$ cat config.mk
export PLATFORM = sky130hd
export DESIGN_NAME = led_sequencer
export DESIGN_NICKNAME = d
export VERILOG_FILES = /design/src/rtl/led_sequencer.sv
export SDC_FILE = /design/constraint.sdc
export NUM_CORES = 1
export LEC_CHECK = 0
export CAP_MARGIN = 15
export CORE_MARGIN = 8
export CORE_UTILIZATION = 56
export DETAILED_ROUTE_END_ITERATION = 16
export PLACE_DENSITY = 0.86
export SYNTH_ARGS = -nofsm -noshare
export SYNTH_HDL_FRONTEND = slang
export SYNTH_SLANG_ARGS = --single-unit
$ cat constraint.sdc
create_clock -name clk -period 6.1 [get_ports clk]
set_input_delay 0.915 -clock clk [delete_from_list [all_inputs] [get_ports clk]]
set_output_delay 0.915 -clock clk [all_outputs]
set_load 0.005 [all_outputs]
$ cat src/rtl/led_sequencer.sv
// LED register write-port owner: arbitrates processor LED writes against an
// autonomous prescaled pattern generator (rotate, count, blink).
module led_sequencer #(
    parameter int PRESCALE_W = 16
) (
    input  logic                  clk,
    input  logic                  rst_n,
    input  logic [7:0]            cpu_wdata,
    input  logic                  cpu_write,
    input  logic                  cpu_sel_leds,
    input  logic                  cpu_sel_ctrl,
    input  logic [PRESCALE_W-1:0] period,
    output logic [7:0]            led_wdata,
    output logic                  led_write,
    output logic                  led_sel,
    output logic [2:0]            ctrl_q,
    output logic [7:0]            pattern_q
);

    typedef enum logic [1:0] {
        MODE_HOLD   = 2'b00,
        MODE_ROTATE = 2'b01,
        MODE_COUNT  = 2'b10,
        MODE_BLINK  = 2'b11
    } mode_e;

    logic [2:0]            ctrl;
    logic [7:0]            pattern;
    logic [PRESCALE_W-1:0] cnt;
    logic                  pending;

    mode_e                 mode;
    logic                  running;
    logic [PRESCALE_W-1:0] last_cnt;
    logic                  tick;
    logic                  cpu_led_wr;
    logic                  ctrl_wr;
    logic [7:0]            nxt;

    assign mode       = mode_e'(ctrl[1:0]);
    assign running    = ctrl[2] && (mode != MODE_HOLD);
    assign cpu_led_wr = cpu_write & cpu_sel_leds;
    assign ctrl_wr    = cpu_write & cpu_sel_ctrl;

    // A period of 0 behaves as 1, so the terminal count is 0 in both cases.
    assign last_cnt = (period == '0) ? '0 : period - PRESCALE_W'(1);
    // >= rather than == so a period shortened mid-count cannot strand cnt above it.
    assign tick     = running && (cnt >= last_cnt);

    always_comb begin
        nxt = pattern;
        unique case (mode)
            MODE_HOLD:   nxt = pattern;
            MODE_ROTATE: nxt = {pattern[6:0], pattern[7]};
            MODE_COUNT:  nxt = pattern + 8'd1;
            MODE_BLINK:  nxt = pattern ^ 8'hFF;
        endcase
    end

    // NOTE: all state here is updated with non-blocking assignments so every
    // register samples the pre-edge values regardless of statement order.
    always_ff @(posedge clk or negedge rst_n) begin
        if (!rst_n) begin
            ctrl      <= '0;
            pattern   <= '0;
            cnt       <= '0;
            pending   <= 1'b0;
            led_wdata <= '0;
            led_write <= 1'b0;
            led_sel   <= 1'b0;
        end else begin
            led_write <= 1'b0;
            led_sel   <= 1'b0;

            if (ctrl_wr)
                ctrl <= cpu_wdata[2:0];

            if (ctrl_wr || !running || tick)
                cnt <= '0;
            else
                cnt <= cnt + PRESCALE_W'(1);

            // Priority: CPU LED write, then a deferred tick, then a fresh tick.
            // A control write cancels generator activity in the same cycle.
            if (cpu_led_wr) begin
                pattern   <= cpu_wdata;
                led_wdata <= cpu_wdata;
                led_write <= 1'b1;
                led_sel   <= 1'b1;
                pending   <= ctrl_wr ? 1'b0 : (pending | tick);
            end else if (ctrl_wr) begin
                pending <= 1'b0;
            end else if (pending || tick) begin
                pattern   <= nxt;
                led_wdata <= nxt;
                led_write <= 1'b1;
                led_sel   <= 1'b1;
                pending   <= 1'b0;
            end
        end
    end

    assign ctrl_q    = ctrl;
    assign pattern_q = pattern;

endmodule
==> impl_metrics.yaml, run 1 <==
grt:
  gr-total-overflow: 0
  grt.total_usage_pct: 18.3
  grt_max_degree: 30
  grtUsageMet1_pct: 22.9
  use_met2_pct: 31.1
  grt_pass1_wl_um: 9780
  grt_use_met3_pct: 4.38
  antenna_found_initial: 0
  grt-busiest-layer: "met2"
  grt_pass1_vias: 2141
synthesis:
  avgSynthCellArea_um2: 8.23
  synth_cells: 293
  yosys_warnings: 0
  synth_area_leaders: "dfrtp_1, ha_1, nand2_1"
  synth_edf_count: 0
  synth_flop_cell: "dfrtp_1"
  synth_area_mm2: 0.00241
  synth_cell_types: 46
  synth_nets: 342
  ys_seq_area_share_pct: 30.1
  ys_seq_elements: 29
  async_reset_ff_share_pct: 100
  yosysTopAreaCell: "dfrtp_1"
  yosys.area.top_type_share_pct: 30.1
setup_path:
  cp_max_fo: 16
  cp-start-kind: "input port"
  arrival_ps: 5100
  timing.critical_path.required_ps: 6290
  r2r_cells: 7
  crit_start: "period[7]"
  critPathKind: "input port to flip-flop"
  reg2reg_from: "cnt[13]"
  end_kind: "flip-flop"
detailed_routing:
  drt_wl_total_um: 5700
  drc: 0
  viasPerCell: 5.93
  ant_nets: 0
  drt_iter0_drc: 152
  first_pass_iters: 4
  via_count: 2265
  wl_per_cell_um: 14.9
floorplan:
  rows: 24
  io_pins: 50
  initial_utilization_pct: 56.5
  dieArea_mm2: 0.00666
  die_w_um: 81.6
  core-area_mm2: 0.00426
  die_y_um: 81.6
layout:
  final_common_cell: "clkdlybuf4s50_1"
  design_area_mm2: 0.00299
  insertedDiodeCount: 0
  area_growth_pct: 23.9
  fin_nets: 378
  layout_common_cells: "clkdlybuf4s50_1, nand2_1, dfrtp_1, nor2_1, ha_1"
  final_layout_size_suffix_gt1_share_pct: 5.15
placement:
  gp_congestion: 0.839
  numPortBuffers: 49
  pre_cts_ws_ps: 969
  dp_hpwl_um: 4340
  postPlaceCellArea_mm2: 0.00285
timing:
  fmax_mhz: 203
  worst_slack_ps: 1180
  slew_headroom_pct: 54.2
  finalSetupViolations: 0
  worst_slew_pin_slew_ps: 681
  clock_skew_ps: 4.59
  grt_setup_unrepaired: "false"
  hold_viol_final: 0
  finalCritPeriodShare_pct: 80.6
  tns_ps: 0
  fin_crit_ps: 4920
  drv_slew: 0
clock_network:
  cts_tree: "yes"
  ctsLongestPathBuffers: 2
  cts_inserted_buffers: 5
  cts_root_buf: "clkbuf_8"
  h-tree-depth: 2
  clk_pin_slew_ps: 60
  cts.sinks: 29
  post_cts_buffers: 0
  cts_hold_buf: 0
  clkLatencyLatePin_ps: 280
  ctsResizeCount: 0
power_and_ir_drop:
  ir_drop_uv: 185
  p_leak_nw: 1.30
  cellPowerDensity_mw_per_mm2: 208
worst_hold_path:
  whs_path_depth: 1
  hold_path_class: "flip-flop to flip-flop"
  hold_start: "cnt[0]"
status:
  status: "complete, no violations"
run:
  cap_violations: 0
kinds of logic (layout without fill, tap and decap cells):
family                     after synthesis  count (layout)  synth area share, %
buffers and inverters                   26              63                 5.76
DFF                                     29              29                 30.1
muxes                                    5               5                 2.28
xor gates and xnor gates                23              23                 8.35
and+or+nand+nor                        128             128                 26.6
AOI/OAI and AO/OA                       62              62                 16.6
adders and majority gates               20              20                 10.4
registers in the layout (all words and copies together), names as in the netlist:
register / count
cnt: 16
led_sel: 1
pending: 1
pattern_q: 8
ctrl_q: 3
final cells by class:
| class | count | area [um^2] |
|---|---|---|
| timing repair buffer | 50 | 498 |
| sequential | 29 | 726 |
| tap | 52 | 65.1 |
| clock inverter | 3 | 65.1 |
| clock buffer | 5 | 68.8 |
| fill | 345 | 1280 |
| multi-input combinational | 238 | 1550 |
| inverter | 5 | 18.8 |
routing by layer:
metal / routed length (um) / vias to the layer above
met4: 47 / 0
met5: 0 / -
li1: - / 1109
met1: 2520 / 1106
met2: 2900 / 42
met3: 239 / 8
worst max-delay path, cell delays in order:
cell             delay [ps]
clkdlybuf4s50_1         470
or4_4                   540
or3_4                   350
or4_1                   430
or3_4                   420
and2_2                  220
ha_1                    270
and3_1                  150
o21ai_0                 170
a311o_1                 260
nand4b_1                560
a21oi_1                 320
through the flow:
step | hold slack (ps) | cells | utilization [%] | total power [W]
after global placement | 501 | 374 | 66.9 | 0.000381
after CTS | 530 | 382 | 70.1 | 0.000625
after floorplan | 476 | 293 | - | 0.000319
after global routing | 591 | 382 | 70.1 | 0.000656
after detailed placement | 520 | 374 | 66.9 | 0.000387
final | 530 | 382 | 70.1 | 0.000622
worst paths after layout:
kind                       slack [ps]      endpoint
hold / removal                    530        cnt[0]
setup / recovery                 1180       cnt[13]
setup reg to reg                 3640  pattern_q[3]
max in group asynchronous        4820        cnt[8]
min in group asynchronous        1020       cnt[15]
hold reg to reg                   530        cnt[0]
synthesized netlist by cell type, types with 3 or more instances:
cell      instances
a21oi_1          15
and2_1            4
and3_1            8
buf_4             9
clkbuf_1         11
dfrtp_1          29
ha_1             20
inv_1             5
mux2_2            4
nand2_1          43
nand2b_1          9
nand3_1           8
nand4_1           3
nor2_1           26
nor3_1            6
nor4_1            3
o211ai_1          6
o21a_1            3
o21ai_0          19
o311a_1           4
or3_1             4
xnor2_1           7
xor2_1           16
power by group:
part / leakage (nW) / internal, W / switching (W)
clock network: 0.0681 / 0.000162 / 0.0000755
logic: 0.849 / 0.0000873 / 0.0000623
registers: 0.378 / 0.000204 / 0.0000304
total: 1.30 / 0.000453 / 0.000168
(Power assumes the default switching activity.)
==> run 2: changes to the inputs <==
CORE_UTILIZATION = 47   (was 56)
PLACE_DENSITY = 0.77   (was 0.86)
clock period = 4 ns   (was 6.1 ns; I/O delays follow)
==> run 2 against run 1 <==
Cell area grew 15%. Worst hold slack gained 3.7 ps. Combinational power grew 74%. Flip-flop and latch count is the same. Total power grew 51%.
==> impl_metrics.yaml, run 2 (same netlist as run 1, synthesis figures left out) <==
clock_network:
  cts_inserted_buffers: 5
  clk_pin_slew_ps: 70
  clkLatencyLatePin_ps: 290
  cts_tree: "yes"
  cts.sinks: 29
  cts_root_buf: "clkbuf_8"
  ctsLongestPathBuffers: 2
  h-tree-depth: 2
floorplan:
  die_w_um: 87.6
  core-area_mm2: 0.00504
  die_y_um: 87.6
  dieArea_mm2: 0.00768
  initial_utilization_pct: 47.8
  io_pins: 50
  rows: 26
detailed_routing:
  viasPerCell: 5.52
  drt_wl_total_um: 6510
  drt_iter0_drc: 181
  drc: 0
  first_pass_iters: 5
  route.met3.wl_um: 337
  ant_nets: 0
  wl_met1_um: 2940
  top_layer: "met4"
  wl_met2_um: 3170
  via_count: 2395
  wl_per_cell_um: 15.0
setup_path:
  cp-start-kind: "input port"
  arrival_ps: 4140
  crit_start: "period[6]"
  end_kind: "flip-flop"
  r2r_cells: 8
  timing.critical_path.required_ps: 4170
  cp_max_fo: 7
  reg2reg_from: "cnt[14]"
  critPathKind: "input port to flip-flop"
placement:
  gp_congestion: 0.857
  numPortBuffers: 49
  dp_hpwl_um: 4760
  dpl.cell_count: 420
  postPlaceCellArea_mm2: 0.00314
grt:
  antenna_found_initial: 0
  grt_pass1_wl_um: 10800
  grt.total_usage_pct: 17.5
  grt_max_degree: 30
  gr-total-overflow: 0
  grt_pass1_vias: 2329
layout:
  final_common_cell: "clkdlybuf4s50_1"
  insertedDiodeCount: 0
  largest_register_ffs: 16
  design_area_mm2: 0.00344
  area_growth_pct: 42.9
  fin_nets: 412
  layout_common_cells: "clkdlybuf4s50_1, nand2_1, buf_4, dfrtp_1, nor2_1"
  regMostFlops: "cnt"
  finalNonFillerCells: 434
  register_area_um2: 726
  final_util_pct: 68.3
  multi_input_area_mm2: 0.00174
  nFillCells: 394
  final_layout_size_suffix_gt1_share_pct: 22.0
timing:
  worst_slew_pin_slew_ps: 670
  grt_setup_unrepaired: "true"
  finalCritPeriodShare_pct: 99.2
  clock_skew_ps: 5.79
  drv_slew: 0
  hold_viol_final: 0
  slew_headroom_pct: 55.4
  fmax_mhz: 252
  finalSetupViolations: 0
  fin_crit_ps: 3970
power_and_ir_drop:
  ir_drop_uv: 283
  p_leak_nw: 1.47
  cellPowerDensity_mw_per_mm2: 273
  p_total_w: 0.000939
worst_hold_path:
  hold_start: "cnt[0]"
  whs_path_depth: 1
  hold_path_class: "flip-flop to flip-flop"
status:
  status: "complete, no violations"
run:
  cap_violations: 0
==> run 2: cell count changes in the layout (fill, tap and decap cells not counted), moves of 3 or more <==
cell / delta
ha_4: +6
buf_6: +3
ha_1: -6
nand2_2: +3
buf_4: +31
nand2_1: -8
clkdlybuf4s50_1: -4
nand2_4: +5
==> run 2: per-stage QoR <==
stage               setup slack, ps  hold slack, ps  TNS (ps)
floorplan                     -66.8             304      -437
global placement               -530             499     -9540
detailed placement             -618             518    -10960
CTS                           -31.0             527     -92.6
global route                  -91.6             581      -407
finish                         31.8             534         0
==> run 2: power by group <==
group	internal [W]	total [W]	switching, W
sequential	0.000311	0.000359	0.0000483
clock	0.000202	0.000319	0.000116
combinational	0.000153	0.000261	0.000108
total	0.000666	0.000939	0.000273
==> run 2: layout make-up <==
class,count,area share [%]
Clock buffer,6,2.40
Inverter,5,0.545
Clock inverter,2,1.09
Multi-Input combinational cell,238,50.5
Sequential cell,29,21.1
Timing Repair Buffer,84,21.9
Tap cell,70,2.54
==> run 2: path summary, 6_finish.rpt <==
kind / to / slack [ps]
max in group asynchronous: cnt[9] / 3030
worst max-delay path: pattern_q[6] / 30
worst min-delay path: cnt[0] / 530
worst min register to register: cnt[0] / 530
worst max register to register: pattern_q[6] / 1710
min in group asynchronous: cnt[14] / 700
==> run 2: per-layer routing <==
metal,track usage [%],up-vias
met4,4.22,0
met3,4.22,6
met5,0,-
met1,22.7,1168
met2,28.2,49
li1,-,1172
==> run 2: worst max-delay path, cell delays in order <==
cell and delay (ps):
buf_6 90, or4_4 520, or3_4 380, or4_4 420, or3_4 410, buf_8 170, nand2_4 60, ha_4 130
nand2_2 40, or3_1 360, a311o_1 370, a31oi_1 200, buf_4 160, o211ai_1 80, o311a_1 140
==> run 2: what timing repair did <==
action,4_1_cts,5_1_grt
resized for setup,31,16
endpoints found under the setup margin,26,21
hold buffers,0,0
pin swaps,16,12
buffers inserted,6,0
